## config.mk

```make
export PLATFORM = sky130hd
export DESIGN_NAME = read_burst_prefetcher_flat
export DESIGN_NICKNAME = d
export VERILOG_FILES = /design/src/rtl/read_prefetch_pkg.sv /design/src/rtl/read_memory_interface.sv /design/src/rtl/read_burst_prefetcher_fifo.sv /design/src/rtl/read_burst_prefetcher.sv /design/src/flat_wrapper.sv
export SDC_FILE = /design/constraint.sdc
export NUM_CORES = 1
export LEC_CHECK = 0
export CAP_MARGIN = 20
export CORE_ASPECT_RATIO = 1.25
export CORE_MARGIN = 2
export CORE_UTILIZATION = 45
export CTS_CLUSTER_SIZE = 40
export DETAILED_ROUTE_END_ITERATION = 10
export PLACE_DENSITY = 0.85
export SLEW_MARGIN = 20
export SYNTH_ARGS = -nofsm -noshare
export SYNTH_HDL_FRONTEND = slang
export SYNTH_SLANG_ARGS = --single-unit
```

## constraint.sdc

```tcl
create_clock -name clock -period 2.2 [get_ports clock]
set_clock_uncertainty 0.15 [all_clocks]
set_input_delay 0.33 -clock clock [delete_from_list [all_inputs] [get_ports clock]]
set_output_delay 0.33 -clock clock [all_outputs]
set_load 0.1 [all_outputs]
```

## src/rtl/read_prefetch_pkg.sv

```systemverilog
// Shared types for the read burst prefetcher: FSM state encoding and FIFO sizing helpers.
package read_prefetch_pkg;

  typedef enum logic [2:0] {
    ST_IDLE       = 3'd0,
    ST_READ       = 3'd1,
    ST_RELEASE    = 3'd2,
    ST_WAIT_SPACE = 3'd3,
    ST_DRAIN      = 3'd4
  } state_e;

  localparam int unsigned DEFAULT_FIFO_DEPTH = 32'd4;
  localparam int unsigned FIFO_COUNT_WIDTH   = $clog2(DEFAULT_FIFO_DEPTH) + 32'd1;

  function automatic int unsigned fifo_count_width(input int unsigned depth);
    return $clog2(depth) + 32'd1;
  endfunction

endpackage

```

## src/rtl/read_memory_interface.sv

```systemverilog
// Single-word read port shared by a master engine and a memory slave.
interface ReadMemoryInterface #(
  parameter int unsigned ADDRESS_WIDTH = 32,
  parameter int unsigned DATA_WIDTH    = 32
);
  logic [ADDRESS_WIDTH-1:0] address;
  logic                     readEnabled;
  logic [DATA_WIDTH-1:0]    dataIn;
  logic                     functionComplete;

  modport master (output address, output readEnabled, input dataIn, input functionComplete);
  modport slave  (input address, input readEnabled, output dataIn, output functionComplete);
endinterface

```

## src/rtl/read_burst_prefetcher_fifo.sv

```systemverilog
// First-word fall-through circular buffer holding prefetched read data.
module prefetch_fifo
  import read_prefetch_pkg::*;
#(
  parameter int unsigned DATA_WIDTH = 32,
  parameter int unsigned FIFO_DEPTH = 4
) (
  input  logic                  clock,
  input  logic                  reset,
  input  logic                  push,
  input  logic [DATA_WIDTH-1:0] push_data,
  input  logic                  pop,
  output logic                  full,
  output logic                  empty,
  output logic [DATA_WIDTH-1:0] head_data
);

  localparam int unsigned PTR_W = $clog2(FIFO_DEPTH);
  localparam int unsigned CNT_W = fifo_count_width(FIFO_DEPTH);

  logic [DATA_WIDTH-1:0] mem_q [FIFO_DEPTH];
  logic [PTR_W-1:0]      wr_ptr_q, wr_ptr_d;
  logic [PTR_W-1:0]      rd_ptr_q, rd_ptr_d;
  logic [CNT_W-1:0]      count_q, count_d;
  logic                  do_push;
  logic                  do_pop;

  assign full      = (count_q == CNT_W'(FIFO_DEPTH));
  assign empty     = (count_q == {CNT_W{1'b0}});
  assign head_data = mem_q[rd_ptr_q];

  // Pointers wrap naturally because the depth is a power of two.
  always_comb begin
    do_push  = push && !full;
    do_pop   = pop && !empty;
    wr_ptr_d = wr_ptr_q;
    rd_ptr_d = rd_ptr_q;
    count_d  = count_q;
    if (do_push) begin
      wr_ptr_d = wr_ptr_q + PTR_W'(1);
    end else begin
      wr_ptr_d = wr_ptr_q;
    end
    if (do_pop) begin
      rd_ptr_d = rd_ptr_q + PTR_W'(1);
    end else begin
      rd_ptr_d = rd_ptr_q;
    end
    case ({do_push, do_pop})
      2'b10:   count_d = count_q + CNT_W'(1);
      2'b01:   count_d = count_q - CNT_W'(1);
      default: count_d = count_q;
    endcase
  end

  always_ff @(posedge clock or posedge reset) begin
    if (reset) begin
      wr_ptr_q <= {PTR_W{1'b0}};
      rd_ptr_q <= {PTR_W{1'b0}};
      count_q  <= {CNT_W{1'b0}};
    end else begin
      wr_ptr_q <= wr_ptr_d;
      rd_ptr_q <= rd_ptr_d;
      count_q  <= count_d;
    end
  end

  always_ff @(posedge clock) begin
    if (do_push) begin
      mem_q[wr_ptr_q] <= push_data;
    end
  end

endmodule

```

## src/rtl/read_burst_prefetcher.sv

```systemverilog
// Burst read engine: issues sequential single-word reads and streams the results out of a FIFO.
module read_burst_prefetcher
  import read_prefetch_pkg::*;
#(
  parameter int unsigned ADDRESS_WIDTH  = 32,
  parameter int unsigned DATA_WIDTH     = 32,
  parameter int unsigned LENGTH_WIDTH   = 8,
  parameter int unsigned FIFO_DEPTH     = 4,
  parameter int unsigned ADDRESS_STRIDE = 1
) (
  input  logic                     clock,
  input  logic                     reset,
  input  logic [ADDRESS_WIDTH-1:0] startAddress,
  input  logic [LENGTH_WIDTH-1:0]  length,
  input  logic                     start,
  output logic                     busy,
  output logic                     done,
  output logic [DATA_WIDTH-1:0]    dataOut,
  output logic                     dataValid,
  input  logic                     dataReady,
  ReadMemoryInterface.master       memory
);

  state_e                   state_q, state_d;
  logic [ADDRESS_WIDTH-1:0] addr_q, addr_d;
  logic [LENGTH_WIDTH-1:0]  remaining_q, remaining_d;
  logic                     busy_q, busy_d;
  logic                     done_q, done_d;
  logic                     read_en_q, read_en_d;
  logic                     capture_s;
  logic                     fifo_full_s;
  logic                     fifo_empty_s;

  assign capture_s        = read_en_q && memory.functionComplete;
  assign busy             = busy_q;
  assign done             = done_q;
  assign dataValid        = !fifo_empty_s;
  assign memory.address     = addr_q;
  assign memory.readEnabled = read_en_q;

  prefetch_fifo #(
    .DATA_WIDTH(DATA_WIDTH),
    .FIFO_DEPTH(FIFO_DEPTH)
  ) u_fifo (
    .clock     (clock),
    .reset     (reset),
    .push      (capture_s),
    .push_data (memory.dataIn),
    .pop       (dataReady),
    .full      (fifo_full_s),
    .empty     (fifo_empty_s),
    .head_data (dataOut)
  );

  // Outputs are registered from the next state so readEnabled and busy never glitch.
  always_comb begin
    state_d     = state_q;
    addr_d      = addr_q;
    remaining_d = remaining_q;
    done_d      = 1'b0;
    case (state_q)
      ST_IDLE: begin
        if (start && (length != {LENGTH_WIDTH{1'b0}})) begin
          addr_d      = startAddress;
          remaining_d = length;
          state_d     = ST_READ;
        end else if (start) begin
          done_d  = 1'b1;
          state_d = ST_IDLE;
        end else begin
          state_d = ST_IDLE;
        end
      end
      ST_READ: begin
        if (capture_s) begin
          addr_d      = addr_q + ADDRESS_WIDTH'(ADDRESS_STRIDE);
          remaining_d = remaining_q - LENGTH_WIDTH'(1);
          state_d     = ST_RELEASE;
        end else begin
          state_d = ST_READ;
        end
      end
      ST_RELEASE: begin
        if (remaining_q == {LENGTH_WIDTH{1'b0}}) begin
          state_d = ST_DRAIN;
        end else if (fifo_full_s) begin
          state_d = ST_WAIT_SPACE;
        end else begin
          state_d = ST_READ;
        end
      end
      ST_WAIT_SPACE: begin
        if (!fifo_full_s) begin
          state_d = ST_READ;
        end else begin
          state_d = ST_WAIT_SPACE;
        end
      end
      ST_DRAIN: begin
        if (fifo_empty_s) begin
          done_d  = 1'b1;
          state_d = ST_IDLE;
        end else begin
          state_d = ST_DRAIN;
        end
      end
      default: state_d = ST_IDLE;
    endcase
    busy_d    = (state_d != ST_IDLE);
    read_en_d = (state_d == ST_READ);
  end

  always_ff @(posedge clock or posedge reset) begin
    if (reset) begin
      state_q     <= ST_IDLE;
      addr_q      <= {ADDRESS_WIDTH{1'b0}};
      remaining_q <= {LENGTH_WIDTH{1'b0}};
      busy_q      <= 1'b0;
      done_q      <= 1'b0;
      read_en_q   <= 1'b0;
    end else begin
      state_q     <= state_d;
      addr_q      <= addr_d;
      remaining_q <= remaining_d;
      busy_q      <= busy_d;
      done_q      <= done_d;
      read_en_q   <= read_en_d;
    end
  end

endmodule
```

## src/flat_wrapper.sv

```systemverilog
// flat-port wrapper written by rule: the top's interface ports become plain ports
module read_burst_prefetcher_flat import read_prefetch_pkg::*;
#(
  parameter int unsigned ADDRESS_WIDTH  = 32,
  parameter int unsigned DATA_WIDTH     = 32,
  parameter int unsigned LENGTH_WIDTH   = 8,
  parameter int unsigned FIFO_DEPTH     = 4,
  parameter int unsigned ADDRESS_STRIDE = 1
)
  (clock, reset, startAddress, length, start, busy, done, dataOut, dataValid, dataReady, memory_address, memory_readEnabled, memory_dataIn, memory_functionComplete);
  ReadMemoryInterface #(.ADDRESS_WIDTH(ADDRESS_WIDTH), .DATA_WIDTH(DATA_WIDTH)) memory_i ();
  input  logic clock;
  input  logic reset;
  input  logic [ADDRESS_WIDTH-1:0] startAddress;
  input  logic [LENGTH_WIDTH-1:0] length;
  input  logic start;
  output logic busy;
  output logic done;
  output logic [DATA_WIDTH-1:0] dataOut;
  output logic dataValid;
  input  logic dataReady;
  output wire logic [$bits(memory_i.address)-1:0] memory_address;
  output wire logic [$bits(memory_i.readEnabled)-1:0] memory_readEnabled;
  input wire logic [$bits(memory_i.dataIn)-1:0] memory_dataIn;
  input wire logic [$bits(memory_i.functionComplete)-1:0] memory_functionComplete;
  assign memory_address = memory_i.address;
  assign memory_readEnabled = memory_i.readEnabled;
  assign memory_i.dataIn = memory_dataIn;
  assign memory_i.functionComplete = memory_functionComplete;
  read_burst_prefetcher #(.ADDRESS_WIDTH(ADDRESS_WIDTH), .DATA_WIDTH(DATA_WIDTH), .LENGTH_WIDTH(LENGTH_WIDTH), .FIFO_DEPTH(FIFO_DEPTH), .ADDRESS_STRIDE(ADDRESS_STRIDE)) u_core (.clock(clock), .reset(reset), .startAddress(startAddress), .length(length), .start(start), .busy(busy), .done(done), .dataOut(dataOut), .dataValid(dataValid), .dataReady(dataReady), .memory(memory_i));
endmodule
```

==> reports/qor.yml <==
end_kind: "primary output"
num_rows: 54
drc_errors: 0
synth_enable_flop_cells: 128
drive_above_1_share: 0.346
dr_total_vias: 5656
grt_pass1_wl_mm: 30.6
clk_latency_ns: 0.43
hold_path_class: "primary input to async pin"
cts-htree-levels: 4
synthCells: 550
synth_area_leader_cell: "edfxtp_1"
violations: "setup timing"
antenna_found_initial: 1
grt_max_degree: 49
route.met2.wl_mm: 9.90
critPathMaxStageDelay_ns: 0.57
grt_pass1_vias: 5846
fill_cells: 1208
coreArea_um2: 17400
post-route-period-util: 1.06
wl_met1_mm: 7.34
setup_viol: 32
cts_tree: "yes"
synth-simple-area-share: 0.0928
fmax_ghz: 0.429
dp_hpwl_mm: 13.4
ys_warn_count: 0
cap_violations: 0
ys_seq_area_frac: 0.654
nNetsFinal: 827
gp_congestion: 0.895
dr.max_layer_used: "met5"
path_cells: "buf_12 > mux4_2 > buf_12"
routed_wl_mm: 19.0
diodes: 0
die_w_um: 123
finalHoldViolations: 0
synth_common_cells: "128 x edfxtp_1, 53 x dfrtp_1, 34 x a21oi_1"
crit_slowest_cell: "mux4_2"
synth-compound-area-share: 0.0966
synthToLayoutAreaGrowth_pct: 41.3
syn_nets: 636
synth_cell_types: 58
met3_length_mm: 1.51
dr.first_iter.drc_count: 351
io_buffers: 144
grt_use_total: 0.212
cts_inserted_buffers: 17
synthFlopType: "edfxtp_1"
synth_xor_area_frac: 0.00665
placed_area_um2: 10400
syn_area_um2: 7900
routed_via_density: 5.78
setup_ws_ns: -0.129
synth_mux_area_frac: 0.108
arrival_ns: 1.85
crit_path_start_kind: "flop"
wl_per_cell_um: 19.5
path_common_cell: "buf_12"
async_flop_share: 0.293
synth_top_family_by_area: "multiplexers"
ys_ff_latch: 181
synthAdderAreaFrac: 0.0152
clockBufferDepth: 2
rsz0062_at_grt: "yes"
ios: 145
yosys-top-cells-area: "edfxtp_1 49%, dfrtp_1 17%, mux4_2 9.1%"
clk_pin_slew_ns: 0.07
initial_core_util: 0.455
finalInstanceArea_um2: 11200
cts.sinks: 181
root_buffer: "clkbuf_16"
yosysTopAreaCellShare: 0.486
dr.pass1.iters: 5
r2r_slack_ns: 0.08
critPathKind: "flop to primary output"
period_needed_ns: 2.33
slew_headroom: 0.669
ant_nets: 0
synth_most_common_cell: "edfxtp_1"
drv_slew: 0
tightestPinTransition_ns: 0.493
gr-total-overflow: 0
critPathRequiredTime_ns: 1.72
path_max_fanout: 17
outcome: "complete, but fails checks"
dieArea_um2: 18600
die_h_um: 152
syn_avg_cell_area_um2: 14.4
routing by layer:
| layer | global-route usage | vias up |
|---|---|---|
| li1 | - | 2540 |
| met1 | 0.261 | 2802 |
| met2 | 0.363 | 284 |
| met3 | 0.0569 | 28 |
| met4 | 0.0679 | 2 |
| met5 | 0 | - |
repair_timing:
item | CTS | global route
gates cloned | 0 | 1
pin swaps | 2 | 5
endpoints found under the setup margin | 37 | 46
hold buffers | 0 | 0
buffers inserted | 1 | 7
gates resized for setup | 4 | 21
worst max-delay path: cells and delay by family, from the launching register on:
family   cells  cell delay [ns]
mux          1             0.57
buf+inv      2             0.39
flops        1             0.44
registers in the layout, indices dropped and copies added, names as in the netlist:
register	cells
u_core.u_fifo.wr_ptr_q	2
u_core.done	1
u_core.u_fifo.rd_ptr_q	2
u_core.u_fifo.count_q	3
u_core.busy	1
u_core.u_fifo.mem_q	128
u_core.state_q	3
u_core.memory.address	32
u_core.memory.readEnabled	1
u_core.remaining_q	8
cell families (layout without fill, tap and decap cells):
logic type,after synthesis,after routing
buffers and inverters,50,254
adder cells (fa/ha/maj),9,9
AND/OR/NAND/NOR,142,142
AO/OA/AOI/OAI,117,117
flip-flops,181,181
multiplexers,45,45
XOR/XNOR,6,6
metrics by stage:
step / worst slack [ns] / instances / utilization / hold WS [ns] / TNS [ns]
2_1_floorplan: -0.0359 / 550 / - / 0.279 / -0.874
3_3_place_gp: -0.440 / 937 / 0.601 / 0.339 / -14.48
3_5_place_dp: -0.506 / 937 / 0.601 / 0.354 / -16.68
4_1_cts: -0.171 / 970 / 0.635 / 0.0626 / -4.54
5_1_grt: -0.209 / 978 / 0.643 / 0.0798 / -5.59
6_report: -0.129 / 978 / 0.643 / 0.0713 / -3.26
cell usage in the layout (no fill, tap or decap), types with 3 or more instances in the layout:
cell / instances
a22oi_1: 8
a31oi_1: 4
mux4_2: 32
ha_1: 6
nor2_1: 26
and2_2: 4
inv_8: 3
dfrtp_2: 32
edfxtp_1: 128
or3_4: 3
xor2_1: 3
inv_6: 5
xnor2_1: 3
nand3_1: 18
buf_4: 78
nor3_1: 9
dfrtp_1: 21
o21ai_0: 25
a211oi_1: 3
mux2_2: 3
inv_1: 14
a21oi_1: 34
clkdlybuf4s50_1: 71
and2_1: 4
o22a_1: 8
clkbuf_16: 18
a2bb2oi_1: 5
inv_2: 3
clkinvlp_4: 4
and3_1: 5
and4_1: 3
a41oi_1: 4
nand2_1: 32
mux2i_1: 10
buf_12: 49
o22ai_1: 8
dlymetal6s2s_1: 4
nand4_1: 10
area by class of cell:
class | instances | area [um^2] | area share
clock buffers | 19 | 433 | 0.0388
flip-flops and latches | 181 | 5210 | 0.467
multi-input cells | 319 | 2680 | 0.240
well taps | 224 | 280 | 0.0251
inverters | 18 | 70.1 | 0.00627
clock inverters | 13 | 138 | 0.0123
repair buffers | 204 | 2360 | 0.211
worst paths after layout:
kind,start,to,cells past startpoint
max,u_core.u_fifo.rd_ptr_q[0],dataOut[20],3
min,reset,u_core.memory.address[20],2
max reg2reg,u_core.remaining_q[2],u_core.busy,5
min reg2reg,u_core.state_q[0],u_core.state_q[2],1
max in group asynchronous,reset,u_core.memory.address[3],3
min in group clock,length[1],u_core.remaining_q[1],3
Power is not shown: default switching activity piles up to over one toggle a cycle in this logic, so the estimate is an artifact.
